### src/rtl/prefetcher_pkg.sv
// Shared prefetcher types and helpers: stream-detector state encoding,
// block alignment and stride-range qualification.
package prefetcher_pkg;

  typedef enum logic [1:0] {
    IDLE   = 2'd0,
    FIRST  = 2'd1,
    TRAIN  = 2'd2,
    LOCKED = 2'd3
  } stride_state_t;

  localparam int unsigned HELPER_W = 64;

  function automatic logic [HELPER_W-1:0] block_align(
    input logic [HELPER_W-1:0] addr,
    input int unsigned         log_bytes
  );
    return addr & ~((64'd1 << log_bytes) - 64'd1);
  endfunction

  // Nonzero delta whose magnitude fits within max_blocks whole blocks.
  function automatic logic stride_in_range(
    input logic signed [HELPER_W-1:0] d,
    input int unsigned                max_blocks,
    input int unsigned                log_bytes
  );
    logic [HELPER_W-1:0] du;
    logic [HELPER_W-1:0] mag;
    du  = d;
    mag = du[HELPER_W-1] ? (~du + 64'd1) : du;
    return (du != '0) && (mag <= (64'(max_blocks) << log_bytes));
  endfunction

endpackage

### src/rtl/sat_counter.sv
// Up/down saturating counter with synchronous clear and load; never wraps.
module sat_counter #(
  parameter int unsigned WIDTH = 2
) (
  input  logic             clk,
  input  logic             rst_n,
  input  logic             clr_i,
  input  logic             load_i,
  input  logic [WIDTH-1:0] load_val_i,
  input  logic             inc_i,
  input  logic             dec_i,
  output logic [WIDTH-1:0] cnt_o
);

  logic [WIDTH-1:0] cnt_q;
  logic [WIDTH-1:0] cnt_d;

  always_comb begin
    cnt_d = cnt_q;
    if (clr_i) begin
      cnt_d = '0;
    end else if (load_i) begin
      cnt_d = load_val_i;
    end else if (inc_i && !dec_i) begin
      if (cnt_q != {WIDTH{1'b1}}) cnt_d = cnt_q + WIDTH'(1);
    end else if (dec_i && !inc_i) begin
      if (cnt_q != '0) cnt_d = cnt_q - WIDTH'(1);
    end
  end

  always_ff @(posedge clk or negedge rst_n) begin
    if (!rst_n) cnt_q <= '0;
    else        cnt_q <= cnt_d;
  end

  assign cnt_o = cnt_q;

endmodule

### src/rtl/stride_detector.sv
// Learns a constant block-aligned stride for one AXI ID and, once confident,
// publishes the stride and a running next-prefetch address.
module stride_detector
  import prefetcher_pkg::*;
#(
  parameter int unsigned ADDR_BITS            = 64,
  parameter int unsigned TID_WIDTH            = 4,
  parameter int unsigned LOG_BLOCK_DATA_BYTES = 6,
  parameter int unsigned CONF_BITS            = 2,
  parameter int unsigned CONF_THRESH          = 2,
  parameter int unsigned MAX_STRIDE_BLOCKS    = 16
) (
  input  logic                 clk,
  input  logic                 resetN,
  input  logic                 en,
  input  logic                 flush,
  input  logic                 obs_valid,
  input  logic [ADDR_BITS-1:0] obs_addr,
  input  logic [TID_WIDTH-1:0] obs_id,
  input  logic                 pred_advance,
  output logic                 locked,
  output logic [ADDR_BITS-1:0] stride,
  output logic [ADDR_BITS-1:0] pred_addr,
  output logic [TID_WIDTH-1:0] ctx_id,
  output logic                 ctx_valid,
  output logic [CONF_BITS-1:0] conf
);

  stride_state_t        state_q, state_d;
  logic [ADDR_BITS-1:0] last_q, last_d;
  logic [ADDR_BITS-1:0] stride_q, stride_d;
  logic [ADDR_BITS-1:0] pred_q, pred_d;
  logic [TID_WIDTH-1:0] ctx_q, ctx_d;
  logic [CONF_BITS-1:0] conf_q;
  logic [CONF_BITS-1:0] conf_plus;
  logic                 conf_clr, conf_load, conf_inc, conf_dec;

  logic [ADDR_BITS-1:0] a;
  logic [ADDR_BITS-1:0] delta;
  logic                 same_id;
  logic                 d_zero;
  logic                 d_valid;
  logic                 d_match;

  assign a       = ADDR_BITS'(block_align(64'(obs_addr), LOG_BLOCK_DATA_BYTES));
  assign delta   = a - last_q;
  assign same_id = (obs_id == ctx_q);
  assign d_zero  = (delta == '0);
  assign d_valid = stride_in_range(64'(signed'(delta)), MAX_STRIDE_BLOCKS,
                                   LOG_BLOCK_DATA_BYTES);
  assign d_match = (delta == stride_q);
  assign conf_plus = (conf_q == {CONF_BITS{1'b1}}) ? conf_q : conf_q + CONF_BITS'(1);

  always_comb begin
    state_d   = state_q;
    last_d    = last_q;
    stride_d  = stride_q;
    pred_d    = pred_q;
    ctx_d     = ctx_q;
    conf_clr  = 1'b0;
    conf_load = 1'b0;
    conf_inc  = 1'b0;
    conf_dec  = 1'b0;

    if (flush) begin
      state_d  = IDLE;
      last_d   = '0;
      stride_d = '0;
      pred_d   = '0;
      ctx_d    = '0;
      conf_clr = 1'b1;
    end else if (en) begin
      unique case (state_q)
        IDLE: begin
          if (obs_valid) begin
            state_d = FIRST;
            last_d  = a;
            ctx_d   = obs_id;
          end
        end
        FIRST: begin
          if (obs_valid) begin
            if (!same_id) begin
              last_d = a;
              ctx_d  = obs_id;
            end else if (d_valid) begin
              state_d   = TRAIN;
              stride_d  = delta;
              conf_load = 1'b1;
              last_d    = a;
            end else if (!d_zero) begin
              last_d = a;
            end
          end
        end
        TRAIN: begin
          if (obs_valid) begin
            if (!same_id || (!d_zero && !d_valid)) begin
              // Fall back to FIRST, forgetting the partially trained stride.
              state_d  = FIRST;
              last_d   = a;
              ctx_d    = obs_id;
              stride_d = '0;
              conf_clr = 1'b1;
            end else if (!d_zero && d_match) begin
              conf_inc = 1'b1;
              last_d   = a;
              if (conf_plus >= CONF_BITS'(CONF_THRESH)) begin
                state_d = LOCKED;
                pred_d  = a + stride_q;
              end
            end else if (!d_zero) begin
              stride_d  = delta;
              conf_load = 1'b1;
              last_d    = a;
            end
          end
        end
        LOCKED: begin
          if (pred_advance) pred_d = pred_q + stride_q;
          if (obs_valid && same_id) begin
            last_d = a;
            if (d_match) begin
              conf_inc = 1'b1;
            end else if (!d_zero) begin
              if (conf_q == CONF_BITS'(1)) begin
                // Confidence exhausted: unlock wins over any coincident advance.
                pred_d = '0;
                if (d_valid) begin
                  state_d   = TRAIN;
                  stride_d  = delta;
                  conf_load = 1'b1;
                end else begin
                  state_d  = FIRST;
                  stride_d = '0;
                  conf_clr = 1'b1;
                end
              end else begin
                conf_dec = 1'b1;
              end
            end
          end
        end
        default: state_d = IDLE;
      endcase
    end
  end

  always_ff @(posedge clk or negedge resetN) begin
    if (!resetN) begin
      state_q  <= IDLE;
      last_q   <= '0;
      stride_q <= '0;
      pred_q   <= '0;
      ctx_q    <= '0;
    end else begin
      state_q  <= state_d;
      last_q   <= last_d;
      stride_q <= stride_d;
      pred_q   <= pred_d;
      ctx_q    <= ctx_d;
    end
  end

  sat_counter #(
    .WIDTH (CONF_BITS)
  ) u_conf (
    .clk        (clk),
    .rst_n      (resetN),
    .clr_i      (conf_clr),
    .load_i     (conf_load),
    .load_val_i (CONF_BITS'(1)),
    .inc_i      (conf_inc),
    .dec_i      (conf_dec),
    .cnt_o      (conf_q)
  );

  assign locked    = (state_q == LOCKED);
  assign stride    = stride_q;
  assign pred_addr = pred_q;
  assign ctx_id    = ctx_q;
  assign ctx_valid = (state_q != IDLE);
  assign conf      = conf_q;

endmodule
### config.mk
export PLATFORM = sky130hd
export DESIGN_NAME = stride_detector
export DESIGN_NICKNAME = d
export VERILOG_FILES = /design/src/rtl/prefetcher_pkg.sv /design/src/rtl/sat_counter.sv /design/src/rtl/stride_detector.sv
export SDC_FILE = /design/constraint.sdc
export NUM_CORES = 1
export LEC_CHECK = 0
export ABC_CLOCK_PERIOD_IN_PS = 18850
export CAP_MARGIN = 15
export CELL_PAD_IN_SITES_DETAIL_PLACEMENT = 0
export CELL_PAD_IN_SITES_GLOBAL_PLACEMENT = 1
export CORE_MARGIN = 1
export CORE_UTILIZATION = 49
export CTS_BUF_LIST = sky130_fd_sc_hd__clkbuf_16
export CTS_CLUSTER_DIAMETER = 120
export DETAILED_ROUTE_END_ITERATION = 8
export GPL_TIMING_DRIVEN = 0
export HOLD_SLACK_MARGIN = 0.03
export PLACE_DENSITY = 0.88
export SLEW_MARGIN = 15
export SYNTH_ARGS = -nofsm -noshare
export SYNTH_HDL_FRONTEND = slang
export SYNTH_HIERARCHICAL = 1
export SYNTH_SLANG_ARGS = --single-unit
### constraint.sdc
create_clock -name clk -period 18.85 [get_ports clk]
set_input_delay 1.885 -clock clk [delete_from_list [all_inputs] [get_ports clk]]
set_output_delay 1.885 -clock clk [all_outputs]
set_load 0.02 [all_outputs]
# Word-level counts from Yosys, hierarchy flattened

Index checks and enable logic that the tools add are counted.

Equal/unequal tests: 27
Muxes and demuxes: 110
Reductions and logical operators: 29
$add $sub $neg: 6
Bitwise logic cells: 1
$lt $le $gt $ge: 2

Operator list:

| kind                                                                    | number |
|---|---|
| 64-bit two-way mux                                                      | 37 |
| 64-bit one-hot mux with 4 select lines                                  | 1 |
| 64-bit one-hot mux with 3 select lines                                  | 1 |
| 64-bit adder                                                            | 2 |
| 64-bit one-hot mux with 2 select lines                                  | 1 |
| 64-bit by 1-bit adder with 64-bit output, second input constant         | 1 |
| 64-bit equality test                                                    | 1 |
| 64-bit by 11-bit <= comparator with 1-bit output, second input constant | 1 |
| 64-bit logical NOT                                                      | 1 |
| 64-bit NOT                                                              | 1 |
| 64-bit nonzero test                                                     | 1 |
| 64-bit subtractor                                                       | 1 |
| 2-bit two-way mux                                                       | 22 |
| 1-bit two-way mux                                                       | 36 |
| 3-bit != test, second input constant                                    | 12 |
| 4-bit two-way mux                                                       | 7 |
| 12-bit AND reduction                                                    | 2 |
| 4-bit != test, second input constant                                    | 5 |
| 4-bit nonzero test                                                      | 4 |
| 4-bit one-hot mux with 3 select lines                                   | 1 |
| 2-bit one-hot mux with 4 select lines                                   | 1 |
| 7-bit AND reduction                                                     | 1 |
| 2-bit equality test, second input constant                              | 3 |
| 1-bit logical AND                                                       | 6 |
| 17 further kinds                                                        | 26 |

Output and inout bits: 136
Logic and storage cells: 181
Bits in registers: 200
Input bits: 74

# Longest topological paths before layout

Gate-level depths: netlist of the first run.

Depth in word-level cells: 20
Gate-level depth with buffers: 27
Depth with buffers taken out: 23

# By module

Netlist of the first run, hierarchy kept.

By module, submodules not included:

| module          | cells an instance | seq. area each (um^2) | area each (um^2) | instances |
|---|---|---|---|---|
| stride_detector | 3045              | 4954.8                | 24364.6          | 1 |
| sat_counter     | 16                | 50.0                  | 132.6            | 1 |

# Worst setup path before layout of the first run

No wires, ideal clock.

Path type: input -> register
Start point: input port obs_addr[6]
End point: register u_conf.cnt_q[1] (netlist: u_conf/cnt_o[1])
Stages on the path: 26
Data required time: 18777 ps
Arrival: 8326 ps
Setup time: 73 ps
Path buffers: 4
Setup slack: 10451 ps
Cell sequence: ha_1 -> or4b_1 -> buf_6 -> o31a_1 -> mux2i_1 -> nor2b_1 -> clkbuf_1 -> or4_1 -> or4_1 -> buf_2 -> a211oi_1 -> nor4b_2 -> or4b_1 -> buf_6 -> nor4_2 -> and4b_1 -> a311oi_1 -> or4_1 -> or4_1 -> nor3_1 -> nor2_1 -> nor3_1 -> nand2b_2 -> a21oi_1 -> or3_1 -> a21oi_2

Cells in the longest elaborated chain, start to end: 18
Elaborated cells between the ends (all ways): 63
Classes of those cells: add/sub (2); order compare (1); eq/ne (2); mux (42); bitwise (1); reduce/logical (15)

Ends and longest elaborated chain:

| item                                                                             | line                                 | source |
|---|---|---|
| start: declaration                                                               | stride_detector.sv:18                | `input logic [ADDR_BITS-1:0] obs_addr,` |
| 64-bit subtractor (*)                                                            | stride_detector.sv:46                | `assign delta = a - last_q;` |
| 64-bit NOT                                                                       | prefetcher_pkg.sv:30                 | `mag = du[HELPER_W-1] ? (~du + 64'd1) : du;` |
| 64-bit by 1-bit adder with 64-bit output                                         | prefetcher_pkg.sv:30                 |  |
| 64-bit two-way mux                                                               | prefetcher_pkg.sv:30                 |  |
| 64-bit by 11-bit <= comparator with 1-bit output                                 | prefetcher_pkg.sv:31                 | `return (du != '0) && (mag <= (64'(max_blocks) << log_bytes));` |
| 1-bit logical AND                                                                | prefetcher_pkg.sv:31                 |  |
| 1-bit logical NOT                                                                | stride_detector.sv:98                | `if (!same_id \|\| (!d_zero && !d_valid)) begin` |
| 1-bit logical AND                                                                | stride_detector.sv:98                |  |
| [... 3 more ...]                                                                 | -                                    |  |
| 1-bit one-hot mux with 2 select lines (*)                                        | stride_detector.sv:73                | `unique case (state_q)` |
| 1-bit two-way mux (*)                                                            | stride_detector.sv:72                | `end else if (en) begin` |
| 1-bit two-way mux (*)                                                            | stride_detector.sv:65                | `if (flush) begin` |
| named net conf_inc                                                               | stride_detector.sv:36                | `logic conf_clr, conf_load, conf_inc, conf_dec;` |
| 1-bit logical NOT / 1-bit logical AND (equally long branches)                    | sat_counter.sv:26, sat_counter.sv:24 |  |
| 1-bit logical AND / 2-bit two-way mux (equally long branches)                    | sat_counter.sv:26, sat_counter.sv:24 |  |
| 4-bit nonzero test (no source line) / 2-bit two-way mux (equally long branches)  | -                                    |  |
| 3-bit AND reduction (no source line) / 2-bit two-way mux (equally long branches) | -                                    |  |
| end signal: assignment                                                           | sat_counter.sv:33                    | `else cnt_q <= cnt_d;` |
| end: declaration                                                                 | sat_counter.sv:15                    | `logic [WIDTH-1:0] cnt_q;` |

The timed path passes the listed nets; every way through them passes the cells marked *.
A chain may end at the register's enable or synchronous reset.

# Final worst setup path of the first run

Start point: input port obs_addr[12]
End point: register u_conf.cnt_q[1] (netlist: u_conf/cnt_o[1])

The elaborated chain is that of the path after synthesis.

==> flow_summary.json, run 1 <==
{
  "crit_path_start_kind": "primary input",
  "min_period_ns": 11.42,
  "htree_levels": 4,
  "grt_max_degree": 95,
  "crit_type": "primary input to flop",
  "core_area_um2": 49200,
  "rsz0062_at_grt": "false",
  "dpl_cell_area_um2": 27500,
  "wl_per_cell_um": 27.1,
  "syn-num-nets": 3320,
  "synthArstFlopShare": 1.00,
  "num_vias": 27000,
  "fmax_mhz": 87.6,
  "cts_tree": "built",
  "ir_drop_uv": 94.3,
  "p_per_area_nw_per_um2": 163,
  "rows": 81,
  "yosys.area.top_type": "dfrtp_1",
  "cts_resized": 0,
  "finalWirelength_um": 107000,
  "synthCells": 3061,
  "slew_headroom": 0.104,
  "fin_skew_ns": 0.0171,
  "maxSlewViolCount": 0,
  "arrival_ns": 11.88,
  "die_w_um": 226,
  "synthTopCellsByArea": "dfrtp_1, ha_1, xnor2_1, a21oi_1, nor2_1",
  "post-cts-setup-buffers": 0,
  "track_usage": 0.418,
  "antenna_found_initial": 3,
  "syn_to_final_growth_pct": 14.6,
  "post-route-drc-count": 0,
  "final_antenna_net_count": 0,
  "endpoint_kind": "flop",
  "synth_top_area_frac": 0.204,
  "setup_ws_ns": 7.43,
  "reg2reg_depth": 26,
  "setup_viol": 0,
  "yosys-top-cells-count": "nor2_1, a21oi_1, nand2_1",
  "cts_made_buffers": 17,
  "syn_avg_cell_area_um2": 8.00,
  "hold_class": "flop to flop",
  "syn_area_um2": 24500,
  "yosysWarnings": 6,
  "finalHoldViolCount": 0,
  "yosys_most_used_dff": "dfrtp_1",
  "grt_pass1_vias": 25300,
  "regToRegSetupSlack_ns": 9.09,
  "avgViaCountPerCell": 6.80,
  "design_area_um2": 28100,
  "min_from": "last_q[44]",
  "synth_cell_type_count": 125,
  "critPathRequiredTime_ns": 19.31,
  "multi_input_area_um2": 17900,
  "cts_root_buf": "clkbuf_16",
  "grt_overflow": 0,
  "start_util": 0.498,
  "nets": 3545,
  "drive_gt1_frac": 0.0779,
  "die-area_um2": 50900,
  "worst_pin_slew_ns": 1.34,
  "postCtsHoldBufs": 0,
  "synth_edf_count": 0,
  "synth-seq-cells": 200,
  "place_congestion": 1.04,
  "clk_pin_slew_ns": 0.09,
  "ctsLongestPathBuffers": 2,
  "clkLatencyLatePin_ns": 0.53,
  "drt-initial-drc-count": 3140,
  "dpl.hpwl_um": 86600,
  "p_leak_nw": 11.7,
  "r2r_start": "last_q[12]",
  "cts_num_sinks": 200,
  "portBuffers": 201,
  "synth_seq_area_share": 0.204,
  "place_ws_ns": 7.35,
  "drtPass1Iterations": 6,
  "min_period_over_period": 0.606,
  "path_max_fanout": 10,
  "seqCellArea_um2": 5000,
  "chipHeight_um": 226,
  "maxCapViolations": 0,
  "hold_depth": 2,
  "yosysMostFrequentCell": "nor2_1",
  "ios": 210,
  "final_util": 0.571,
  "outcome": "complete, no violations",
  "worst_r2r_endpoint": "u_conf/cnt_o[1]",
  "hold_end": "last_q[44]",
  "setup_tns_ns": 0,
  "grt_pass1_wl_um": 158000,
  "nFillCells": 4595
}
-- registers in the layout (all words and copies together) (netlist names) --
name and count:
last_q 64, pred_addr 64, stride 64, ctx_id 4, state_q 2, u_conf/cnt_o 2
-- layer usage --
metal,GRT usage,part of all wire,up-vias
met2,0.641,0.44,1533
met4,0.183,0.040,6
met5,0,0.00066,-
li1,-,-,12100
met1,0.567,0.42,13100
met3,0.0824,0.11,229
-- where the power goes --
| group | switching [mW] | leakage (nW) | internal [mW] |
|---|---|---|---|
| combinational | 2.12 | 8.71 | 1.24 |
| sequential | 0.241 | 2.68 | 0.563 |
| clock | 0.228 | 0.289 | 0.180 |
-- stage by stage --
stage	hold slack [ns]	cells	total power [mW]
CTS	0.545	3963	4.46
global route	0.566	3963	4.80
global placement	0.511	3926	3.99
detailed placement	0.526	3931	4.04
floorplan	0.503	3061	2.90
finish	0.543	3964	4.58
-- area by class of cell --
type                            count  area share
Multi-Input combinational cell   2518       0.637
Buffer                            149      0.0336
Sequential cell                   200       0.178
Antenna cell                        1   0.0000892
Inverter                          194      0.0259
Tap cell                          664      0.0296
Clock inverter                     15     0.00615
Clock buffer                       17      0.0152
Timing Repair Buffer              206      0.0745
-- kinds of logic (layout without fill, tap and decap cells) --
group / count (synthesis) / count (layout) / share of synthesized area
buf+inv: 343 / 581 / 0.0681
flops: 200 / 200 / 0.204
compound gates: 1066 / 1066 / 0.325
simple gates: 1011 / 1011 / 0.212
other cells: 2 / 3 / 0.000307
xor+xnor: 232 / 232 / 0.0852
fa+ha+maj: 185 / 185 / 0.0951
mux: 22 / 22 / 0.00919
-- worst max-delay path by stage --
stage,to,from,cells after the start
finish,u_conf/cnt_o[1],obs_addr[12],26
global route,u_conf/cnt_o[1],obs_addr[16],25
CTS,u_conf/cnt_o[1],obs_addr[16],25
detailed placement,u_conf/cnt_o[1],obs_addr[16],25
global placement,ctx_id[2],resetN,1
floorplan,u_conf/cnt_o[1],obs_addr[6],26
-- placed cells by master, fill, tap and decap left out, drive strengths merged, types with 93 or more instances in the layout --
cell type and n:
clkdlybuf4s50 200, a21oi 221, nand3 93, xnor2 154
o21ai 122, nor2 261, a21o 113, dfrtp 200
ha 183, inv 201, nand2 219, clkbuf 125
-- worst max-delay path, stage by stage --
cell             delay, ns
clkdlybuf4s50_1       0.71
ha_1                  0.31
clkbuf_8              0.17
a21oi_1               0.54
o21ai_0               0.40
a221o_1               0.52
nand4_1               0.41
nand3_1               0.28
a31oi_1               0.92
xnor2_1               0.28
clkbuf_8              0.29
clkbuf_1              0.79
buf_1                 0.67
clkbuf_1              0.57
o31ai_1               0.20
nor4_1                0.30
nand4_1               0.22
or4_1                 0.60
or4_1                 0.62
nor3_1                0.20
nor2_1                0.06
nor3_1                0.17
nand2b_2              0.18
a21oi_1               0.07
or3_1                 0.38
a21oi_2               0.12
Note: power is estimated with default switching activity, not from simulation.
==> run 2, diff against run 1 <==
- ABC_CLOCK_PERIOD_IN_PS: 18850 -> 10600
- CORE_UTILIZATION: 49 -> 45
- PLACE_DENSITY: 0.88 -> 0.81
- clock period: 18.85 -> 10.6 ns (I/O delays scaled with it)
==> run 2 against run 1 <==
Against the previous run: non-clock buffer count increased by 1; global-route usage is 2.1 points lower; critical path depth did not move; critical path type unchanged; highest routed layer is now met4.
==> flow_summary.json, run 2 (synthesis gave the netlist of run 1 again) <==
{
  "critPathMaxStageDelay_ns": 0.93,
  "core_area_um2": 53800,
  "cts_resized": 0,
  "layout_common_cells": "nor2_1, nand2_1, a21oi_1",
  "ctsLongestPathBuffers": 2,
  "endpoint_kind": "flop",
  "p_leak_nw": 11.7,
  "htree_levels": 4,
  "min_period_ns": 10.31,
  "dpl.hpwl_um": 90200,
  "maxSlewViolCount": 0,
  "portBuffers": 201,
  "grt_overflow": 0,
  "fin_skew_ns": 0.0192,
  "finalHoldViolCount": 0,
  "critPathRequiredTime_ns": 11.06,
  "start_util": 0.455,
  "min_period_over_period": 0.972,
  "fin_cells": 3998,
  "maxCapViolations": 0,
  "grt_pass1_wl_um": 165000,
  "post-cts-setup-buffers": 0,
  "final_util": 0.523,
  "worst_path_max_delay_cell": "a31oi_1",
  "antenna_found_initial": 2,
  "place_congestion": 1.03,
  "clk_pin_slew_ns": 0.09,
  "cts_root_buf": "clkbuf_16",
  "clkLatencyLatePin_ns": 0.53,
  "r2r_start": "last_q[12]",
  "rows": 85,
  "drtPass1Iterations": 6,
  "grt_pass1_vias": 25500,
  "grt_max_degree": 93,
  "layout_commonest_cell": "nor2_1",
  "chipHeight_um": 235,
  "nets": 3546,
  "crit_type": "primary input to flop",
  "outcome": "complete, no violations",
  "num_vias": 26800,
  "final_antenna_net_count": 0,
  "avgViaCountPerCell": 6.70,
  "cts_made_buffers": 17,
  "rsz0062_at_grt": "false",
  "track_usage": 0.397,
  "post-route-drc-count": 0,
  "regToRegSetupSlack_ns": 0.95,
  "cts_num_sinks": 200,
  "die-area_um2": 55400,
  "path_max_fanout": 10,
  "crit_path_start_kind": "primary input",
  "dp_cells": 3964,
  "cts_tree": "built",
  "ir_drop_uv": 167,
  "reg2reg_depth": 26,
  "drt-initial-drc-count": 2845,
  "finalWirelength_um": 113000,
  "die_w_um": 235,
  "p_per_area_nw_per_um2": 292,
  "drive_gt1_frac": 0.0791,
  "ios": 210,
  "fmax_mhz": 97.0,
  "hold_class": "primary input to asynchronous set/reset pin",
  "postCtsHoldBufs": 0,
  "worst_pin_slew_ns": 1.25,
  "syn_to_final_growth_pct": 14.8,
  "setup_viol": 0,
  "arrival_ns": 10.77,
  "worst_r2r_endpoint": "u_conf/cnt_o[1]",
  "wl_per_cell_um": 28.2,
  "slew_headroom": 0.160
}
## run 2: cell count changes in the layout (fill, tap and decap cells not counted), sizes merged
cell      previous run  this run
buf                 45        46
bufinv               0         1
diode                1         2
clkinv               7        10
clkinvlp             1         0
inv                201       198
## run 2: worst max-delay path by stage
stage | start | end | slack (ns) | cells past startpoint
finish | obs_addr[12] | u_conf/cnt_o[1] | 0.29 | 26
global route | obs_addr[16] | u_conf/cnt_o[1] | 0.01 | 25
CTS | obs_addr[16] | u_conf/cnt_o[1] | 0.47 | 25
detailed placement | obs_addr[16] | u_conf/cnt_o[1] | -0.002 | 25
global placement | resetN | last_q[0] | -0.96 | 1
floorplan | obs_addr[6] | u_conf/cnt_o[1] | 3.03 | 26
## run 2: layout make-up
| cell class | instances | area (um2) |
|---|---|---|
| timing repair buffer | 207 | 2100 |
| tap | 696 | 871 |
| sequential | 200 | 5000 |
| clock inverter | 15 | 166 |
| antenna | 2 | 5.00 |
| inverter | 194 | 728 |
| fill | 5205 | 25700 |
| clock buffer | 17 | 425 |
| multi-input combinational | 2518 | 17900 |
| buffer | 149 | 945 |
## run 2: metrics by stage
| stage | area (um2) | setup TNS (ns) | total power, mW | setup WS [ns] | hold slack (ns) |
|---|---|---|---|---|---|
| 6_report | 28100 | 0 | 8.22 | 0.293 | 0.360 |
| 5_1_grt | 28100 | 0 | 8.62 | 0.0105 | 0.362 |
| 4_1_cts | 28100 | 0 | 8.05 | 0.473 | 0.346 |
| 3_5_place_dp | 27500 | -0.00159 | 7.28 | -0.00159 | 0.522 |
| 3_3_place_gp | 27400 | -205.05 | 7.21 | -0.956 | 0.513 |
| 2_1_floorplan | 24500 | 0 | 5.16 | 3.03 | 0.503 |
## run 2: critical path, delay by kind of cell
kind,cells,cell delay (ns)
AO/OA/AOI/OAI,7,2.79
XOR/XNOR,1,0.24
adder cells (fa/ha/maj),1,0.34
buffers and inverters,6,2.94
AND/OR/NAND/NOR,11,3.35
## run 2: power breakdown
group / switching (mW) / internal (mW) / leakage (nW)
registers: 0.413 / 1.00 / 2.68
clock network: 0.392 / 0.334 / 0.293
logic: 3.87 / 2.21 / 8.72
## run 2: routing by layer
metal	vias up	part of all wire	GRT usage
li1	12000	-	-
met1	13100	0.41	0.517
met2	1372	0.44	0.624
met3	258	0.094	0.0883
met4	0	0.049	0.181
met5	-	0	0
